--- src/rtl/elpis_sram_arbiter.sv ---
// elpis_sram_arbiter: shares one single-port 512x32 SRAM between the
// Wishbone slave path, the Elpis instruction-fetch port and the Elpis data
// port. One access is granted per clock; read data returns one cycle later.
module elpis_sram_arbiter #(
    parameter int unsigned ADDR_W  = 9,
    parameter logic [31:0] WB_BASE = 32'h3000_0000,
    parameter logic [31:0] WB_MASK = 32'hFFFF_F800
) (
    input  logic              wb_clk_i,
    input  logic              wb_rst_i,
    // Wishbone slave
    input  logic              wbs_cyc_i,
    input  logic              wbs_stb_i,
    input  logic              wbs_we_i,
    input  logic [3:0]        wbs_sel_i,
    input  logic [31:0]       wbs_adr_i,
    input  logic [31:0]       wbs_dat_i,
    output logic              wbs_ack_o,
    output logic [31:0]       wbs_dat_o,
    // Instruction fetch port (read only)
    input  logic              if_req_i,
    input  logic [ADDR_W-1:0] if_addr_i,
    output logic              if_gnt_o,
    output logic              if_rvalid_o,
    output logic [31:0]       if_rdata_o,
    // Core data port
    input  logic              dm_req_i,
    input  logic              dm_we_i,
    input  logic [3:0]        dm_be_i,
    input  logic [ADDR_W-1:0] dm_addr_i,
    input  logic [31:0]       dm_wdata_i,
    output logic              dm_gnt_o,
    output logic              dm_rvalid_o,
    output logic [31:0]       dm_rdata_o,
    // SRAM macro pins
    output logic              sram_csb_o,
    output logic              sram_web_o,
    output logic [3:0]        sram_wmask_o,
    output logic [ADDR_W-1:0] sram_addr_o,
    output logic [31:0]       sram_din_o,
    input  logic [31:0]       sram_dout_i
);

    localparam int unsigned DATA_W = 32;
    localparam int unsigned BE_W   = 4;

    typedef enum logic [1:0] {
        SRC_NONE = 2'd0,
        SRC_WB   = 2'd1,
        SRC_DM   = 2'd2,
        SRC_IF   = 2'd3
    } src_e;

    logic              wb_req;
    logic              wb_hit;
    logic [ADDR_W-1:0] wb_word;

    src_e              gnt_src;
    logic              rr_ptr_q, rr_ptr_d;     // 0: data port preferred, 1: fetch preferred
    src_e              rsp_src_q, rsp_src_d;
    logic              rsp_rd_q, rsp_rd_d;
    logic              wb_miss_q, wb_miss_d;

    // Wishbone request decode; the ack cycle masks the still-asserted strobe
    assign wb_req  = wbs_cyc_i & wbs_stb_i & ~wbs_ack_o;
    assign wb_hit  = ((wbs_adr_i & WB_MASK) == WB_BASE);
    assign wb_word = wbs_adr_i[ADDR_W+1:2];

    // Pick this cycle's winner and the next round-robin pointer
    always_comb begin
        gnt_src  = SRC_NONE;
        rr_ptr_d = rr_ptr_q;
        if (!wb_rst_i) begin
            if (wb_req && wb_hit) begin
                gnt_src = SRC_WB;
            end else if (dm_req_i && if_req_i) begin
                gnt_src  = rr_ptr_q ? SRC_IF : SRC_DM;
                rr_ptr_d = ~rr_ptr_q;
            end else if (dm_req_i) begin
                gnt_src = SRC_DM;
            end else if (if_req_i) begin
                gnt_src = SRC_IF;
            end
        end
    end

    // Drive the SRAM pins and grants from the winner
    always_comb begin
        sram_csb_o   = 1'b1;
        sram_web_o   = 1'b1;
        sram_wmask_o = BE_W'(0);
        sram_addr_o  = ADDR_W'(0);
        sram_din_o   = DATA_W'(0);
        if_gnt_o     = 1'b0;
        dm_gnt_o     = 1'b0;
        unique case (gnt_src)
            SRC_WB: begin
                sram_csb_o   = 1'b0;
                sram_web_o   = ~wbs_we_i;
                sram_wmask_o = wbs_sel_i;
                sram_addr_o  = wb_word;
                sram_din_o   = wbs_dat_i;
            end
            SRC_DM: begin
                dm_gnt_o     = 1'b1;
                sram_csb_o   = 1'b0;
                sram_web_o   = ~dm_we_i;
                sram_wmask_o = dm_be_i;
                sram_addr_o  = dm_addr_i;
                sram_din_o   = dm_wdata_i;
            end
            SRC_IF: begin
                if_gnt_o     = 1'b1;
                sram_csb_o   = 1'b0;
                sram_addr_o  = if_addr_i;
            end
            default: begin
            end
        endcase
    end

    // Next response tag: who was granted and whether it was a read
    always_comb begin
        rsp_src_d = gnt_src;
        rsp_rd_d  = 1'b0;
        wb_miss_d = ~wb_rst_i & wb_req & ~wb_hit;
        unique case (gnt_src)
            SRC_WB:  rsp_rd_d = ~wbs_we_i;
            SRC_DM:  rsp_rd_d = ~dm_we_i;
            SRC_IF:  rsp_rd_d = 1'b1;
            default: rsp_rd_d = 1'b0;
        endcase
    end

    // Response tag and round-robin pointer registers
    always_ff @(posedge wb_clk_i) begin
        if (wb_rst_i) begin
            rr_ptr_q  <= 1'b0;
            rsp_src_q <= SRC_NONE;
            rsp_rd_q  <= 1'b0;
            wb_miss_q <= 1'b0;
        end else begin
            rr_ptr_q  <= rr_ptr_d;
            rsp_src_q <= rsp_src_d;
            rsp_rd_q  <= rsp_rd_d;
            wb_miss_q <= wb_miss_d;
        end
    end

    // Response decode; SRAM data is valid in the cycle after the command
    assign wbs_ack_o   = (rsp_src_q == SRC_WB) | wb_miss_q;
    assign wbs_dat_o   = ((rsp_src_q == SRC_WB) && rsp_rd_q) ? sram_dout_i : DATA_W'(0);
    assign if_rvalid_o = (rsp_src_q == SRC_IF);
    assign if_rdata_o  = sram_dout_i;
    assign dm_rvalid_o = (rsp_src_q == SRC_DM) & rsp_rd_q;
    assign dm_rdata_o  = sram_dout_i;

endmodule

--- config.mk ---
export PLATFORM = sky130hd
export DESIGN_NAME = elpis_sram_arbiter
export DESIGN_NICKNAME = d
export VERILOG_FILES = /design/src/rtl/elpis_sram_arbiter.sv
export SDC_FILE = /design/constraint.sdc
export NUM_CORES = 1
export LEC_CHECK = 0
export ABC_CLOCK_PERIOD_IN_PS = 3400
export CORE_AREA = 2 2 120 122
export DETAILED_ROUTE_END_ITERATION = 8
export DIE_AREA = 0 0 122 124
export GPL_TIMING_DRIVEN = 0
export HOLD_SLACK_MARGIN = 0.15
export PLACE_DENSITY = 0.57
export SKIP_LAST_GASP = 1
export SYNTH_ARGS = -nofsm -noshare
export SYNTH_HDL_FRONTEND = slang
export SYNTH_SLANG_ARGS = --single-unit
--- constraint.sdc ---
create_clock -name wb_clk_i -period 3.4 [get_ports wb_clk_i]
set_clock_uncertainty 0.2 [all_clocks]
set_input_delay 0.68 -clock wb_clk_i [delete_from_list [all_inputs] [get_ports wb_clk_i]]
set_output_delay 0.68 -clock wb_clk_i [all_outputs]
set_load 0.03 [all_outputs]
# After elaboration in Yosys (flattened, before gate mapping)
# Index checks and enable logic that the tools add are counted.
[op_classes]
n_reduce_logical = 5
n_bitwise = 13
n_div = 0
muxes = 15
addsub = 0
n_eq_ne = 7
order_cmp = 0
shift = 0
mul = 0
[op_table]
columns = ["cell", "n"]
rows = [
  ["32-bit one-hot mux with 2 select lines", 1],
  ["32-bit two-way mux", 1],
  ["9-bit one-hot mux with 3 select lines", 1],
  ["21-bit by 19-bit equality test with 1-bit output, second input constant", 1],
  ["2-bit two-way mux", 5],
  ["2-bit equality test, second input constant", 4],
  ["4-bit one-hot mux with 2 select lines", 1],
  ["1-bit NOT", 7],
  ["1-bit AND", 5],
  ["2-bit by 1-bit equality test with 1-bit output, second input constant", 2],
  ["1-bit two-way mux", 4],
  ["1-bit logical AND", 3],
  ["1-bit one-hot mux with 3 select lines", 1],
  ["3-bit OR reduction", 1],
  ["1-bit one-hot mux with 2 select lines", 1],
  ["2-bit AND reduction", 1],
  ["1-bit bitwise OR", 1],
]
[totals]
rom_bits = 0
output_inout_bits = 148
ramBits = 0
word_cells = 44
register_bits = 5
latch_bits = 0
mem_count = 0

# Logic depth before layout (Yosys ltp)
[depth]
ltp_word = 10
ltp_mapped = 11

# Least setup slack after synthesis
# OpenSTA, ideal clock, no wires.
[synth_timing]
path_type = "input -> output"
start = "in wbs_adr_i[20]"
end = "out sram_web_o"
setup_slack_ns = -0.446
cell_stages = 8
t_arrival_ns = 2.966
path_buffers = 1
cell_sequence = "nor4_2 -> nand4_2 -> or3_1 -> a21oi_1 -> ha_1 -> clkinv_1 -> clkbuf_1 -> o311ai_0"
[synth_between]
elab_chain_cells = 6
word_cells_on_any_way = 7
cone_classes = "eq/ne: 3; mux: 3; reduce/logical: 1"
[synth_lines]
columns = ["element", "line_no", "rtl"]
rows = [
  ["start, declared", "16", "input logic [31:0] wbs_adr_i,"],
  ["21-bit by 19-bit equality test with 1-bit output (*)", "66", "assign wb_hit = ((wbs_adr_i & WB_MASK) == WB_BASE);"],
  ["1-bit logical AND (*)", "74", "if (wb_req && wb_hit) begin"],
  ["2-bit two-way mux (*)", "74", ""],
  ["2-bit two-way mux (*)", "73", "if (!wb_rst_i) begin"],
  ["2-bit equality test or 2-bit by 1-bit equality test with 1-bit output (tied branches)", "96", "unique case (gnt_src)"],
  ["1-bit one-hot mux with 2 select lines (*)", "96", ""],
  ["end, declared", "37", "output logic sram_web_o,"],
]
# Mark *: on every way between the ends. The rest lies on a longest branch, timed or not.

# Worst setup path after layout
[layout_timing]
start = "in wbs_adr_i[26]"
end = "out sram_din_o[26]"
[layout_between]
elab_chain_cells = 6
word_cells_on_any_way = 7
cone_classes = "eq/ne: 3; mux: 3; reduce/logical: 1"
[layout_lines]
columns = ["element", "line_no", "rtl"]
rows = [
  ["21-bit by 19-bit equality test with 1-bit output (*)", "66", ""],
  ["1-bit logical AND (*)", "74", ""],
  ["2-bit two-way mux (*)", "74", ""],
  ["2-bit two-way mux (*)", "73", ""],
  ["2-bit equality test or 2-bit by 1-bit equality test with 1-bit output (tied branches)", "96", ""],
  ["32-bit one-hot mux with 2 select lines (*)", "96", ""],
  ["end, declared", "40", "output logic [31:0] sram_din_o,"],
]
# Marks and branches as above.

==> flow_summary.yaml <==
die:
  die_w_um: 122
  die-area_mm2: 0.0151
  fp-row-count: 43
  start_util: 0.145
  num_io_pins: 310
  fp.dieH_um: 124
  design.core.area_mm2: 0.0137
global_route:
  grt_max_degree: 11
  antenna_found_initial: 0
  grt_pass1_vias: 3381
  grt_pass1_wl_mm: 18.7
  track_usage: 0.157
  grt-ovfl-total: 0
routing:
  drt_iter0_drc: 94
  routed-via-count: 3301
  ant_nets: 0
  wl_per_cell_um: 16.2
  drc: 0
  vias_per_cell: 4.04
  drtPass1Iterations: 4
  routed_wl_mm: 13.2
synth:
  synthTopCellsByCount: "buf_4, nand2_1, nand3_1, o21ai_2, and2_1"
  yosysMostFrequentCell: "buf_4"
  synth_edf_count: 0
  synthTopCellsByArea: "buf_4, o21ai_2, and2_1, nand3_1, nand2_1"
  ys_seq_area_frac: 0.0504
  synth_cell_types: 37
  yosys_warnings: 0
  syn_avg_cell_area_um2: 6.68
  netlist_instances: 297
  netlist_area_mm2: 0.00198
  synth-seq-cells: 5
  syn_nets: 463
  async_flop_share: 0
  synth_top_area_frac: 0.242
  synth_top_area_cell: "buf_4"
  synthFlopType: "dfxtp_1"
clock_network:
  clk_pin_slew_ns: 0.03
  cts_tree: "built"
  htree_levels: 1
  cts_sinks: 5
  cts_made_buffers: 3
  worstSkewPairLatency_ns: 0.23
  cts_root_buf: "clkbuf_16"
  ctsLongestPathBuffers: 2
critical_path:
  crit_type: "in2out"
  r2r-start: "rsp_src_q[1]"
  cp-start-kind: "input port"
  arrival_ns: 2.88
  critPathCapture: "sram_din_o[26]"
  cp_max_fo: 10
  critPathCaptureType: "primary output"
  startpoint: "wbs_adr_i[26]"
  rrSetupSlack_ns: 1.08
  rr_endpoint: "rsp_rd_q"
  rr_worst_depth: 8
  required_ns: 2.52
run_status:
  violations: "negative setup slack"
  status: "finished with violations"
pwr:
  powerDensity_mw_per_mm2: 173
  static-leakage-power_nw: 2.84
  vdd_drop_max_mv: 0.117
sta:
  max_freq_mhz: 266
  hold_violations: 0
  worst_slack_ns: -0.359
  setup_tns_ns: -14.40
  worst_pin_slew_ns: 0.735
  rsz0062_at_grt: "yes"
  max_slew_margin: 0.510
  finalCritPeriodShare: 1.11
  layout_min_cycle_time_ns: 3.76
  setup_viol: 45
  drv_slew: 0
finish:
  layout-drive-gt1-share: 0.465
  antennaDiodeCount: 0
  postLayoutCellArea_mm2: 0.00669
  nets: 804
  syn_to_final_growth_pct: 237
  fin_cells: 817
  fill_cells: 1323
place:
  dp_slack_ns: -1.92
  portBuffers: 306
  place_area_mm2: 0.00603
  dp.final_hpwl_mm: 10.6
  place_inst: 783
  place.gp.congestion: 0.795
min_path:
  hold_start: "rr_ptr_q"
  hold_path.class: "reg2reg"
run:
  maxCapViolations: 0
[area by class of cell]
type	instances	area [µm²]	area share
Buffer	86	800	0.120
Clock buffer	4	78.8	0.0118
Inverter	6	42.5	0.00636
Multi-Input combinational cell	199	2060	0.308
Sequential cell	5	100	0.0150
Tap cell	180	225	0.0337
Timing Repair Buffer	336	3370	0.504
Timing Repair inverter	1	8.76	0.00131
[power by group]
| part | internal [mW] | switching [mW] |
|---|---|---|
| sequential | 0.0628 | 0.00257 |
| combinational | 0.465 | 0.432 |
| clock | 0.155 | 0.0374 |
[logic make-up after synthesis]
group,Yosys count,synth area share
simple gates,138,0.358
buf+inv,93,0.313
flops,5,0.0504
fa+ha+maj,4,0.0252
compound gates,56,0.248
mux,1,0.00567
[registers in the layout (all words and copies together), names as in the netlist]
register	flops
rsp_rd_q	1
wb_miss_q	1
rr_ptr_q	1
rsp_src_q	2
[per-stage QoR]
stage                     utilization  power, mW  hold WS (ns)
after floorplan                     -      0.482         0.341
after CTS                       0.473       1.14         0.420
final                           0.487       1.16         0.423
after global routing            0.487       1.21         0.471
after global placement          0.440      0.875         0.358
after detailed placement        0.440      0.881         0.371
[worst min path at each step]
stage | endpoint | slack (ns) | cells after the start
6_report | rr_ptr_q | 0.42 | 2
5_1_grt | rr_ptr_q | 0.47 | 2
4_1_cts | rr_ptr_q | 0.42 | 2
3_5_place_dp | rr_ptr_q | 0.37 | 2
3_3_place_gp | rr_ptr_q | 0.36 | 2
2_1_floorplan | rr_ptr_q | 0.34 | 2
[critical path: stages]
cell and delay, ns:
buf_6 0.09, nor4_4 0.31, nand4_4 0.18, or3_4 0.40, a21oi_4 0.18, ha_4 0.25, buf_12 0.14, clkinv_8 0.06
clkbuf_16 0.15, nand3_1 0.11, o21ai_4 0.17, buf_6 0.15
[layer usage]
metal,GRT usage,part of all wire,vias to the layer above
met1,0.186,0.38,1522
met5,0,0,-
met2,0.302,0.55,126
met3,0.0234,0.059,13
met4,0.0280,0.012,0
li1,-,-,1640
[cell usage in the layout, fill, tap and decap left out, types with 2 or more instances in the layout]
cell type / n
nor4_4: 4
nor2_4: 8
inv_1: 4
a22oi_2: 2
buf_8: 4
ha_4: 4
nand2_2: 4
buf_12: 2
clkbuf_2: 3
clkdlybuf4s15_1: 4
dfxtp_1: 5
dlygate4sd2_1: 7
dlymetal6s2s_1: 2
nand3_1: 14
o311ai_1: 2
nand2_4: 32
nand2b_1: 3
nand3_2: 21
and2_1: 33
o21ai_2: 6
nor2_1: 10
clkbuf_1: 5
buf_1: 2
buf_2: 7
buf_6: 54
clkbuf_16: 13
o21ai_4: 30
buf_4: 89
a222oi_1: 8
clkdlybuf4s50_1: 233
[timing repair]
item                                    4_1_cts  5_1_grt
gates resized for setup                     417       47
setup buffers                                17        8
pin swaps                                    24       24
hold buffers                                  0        0
cloned                                        6        0
endpoints found under the setup margin       50       48
Power figures use the tool's default switching activity.
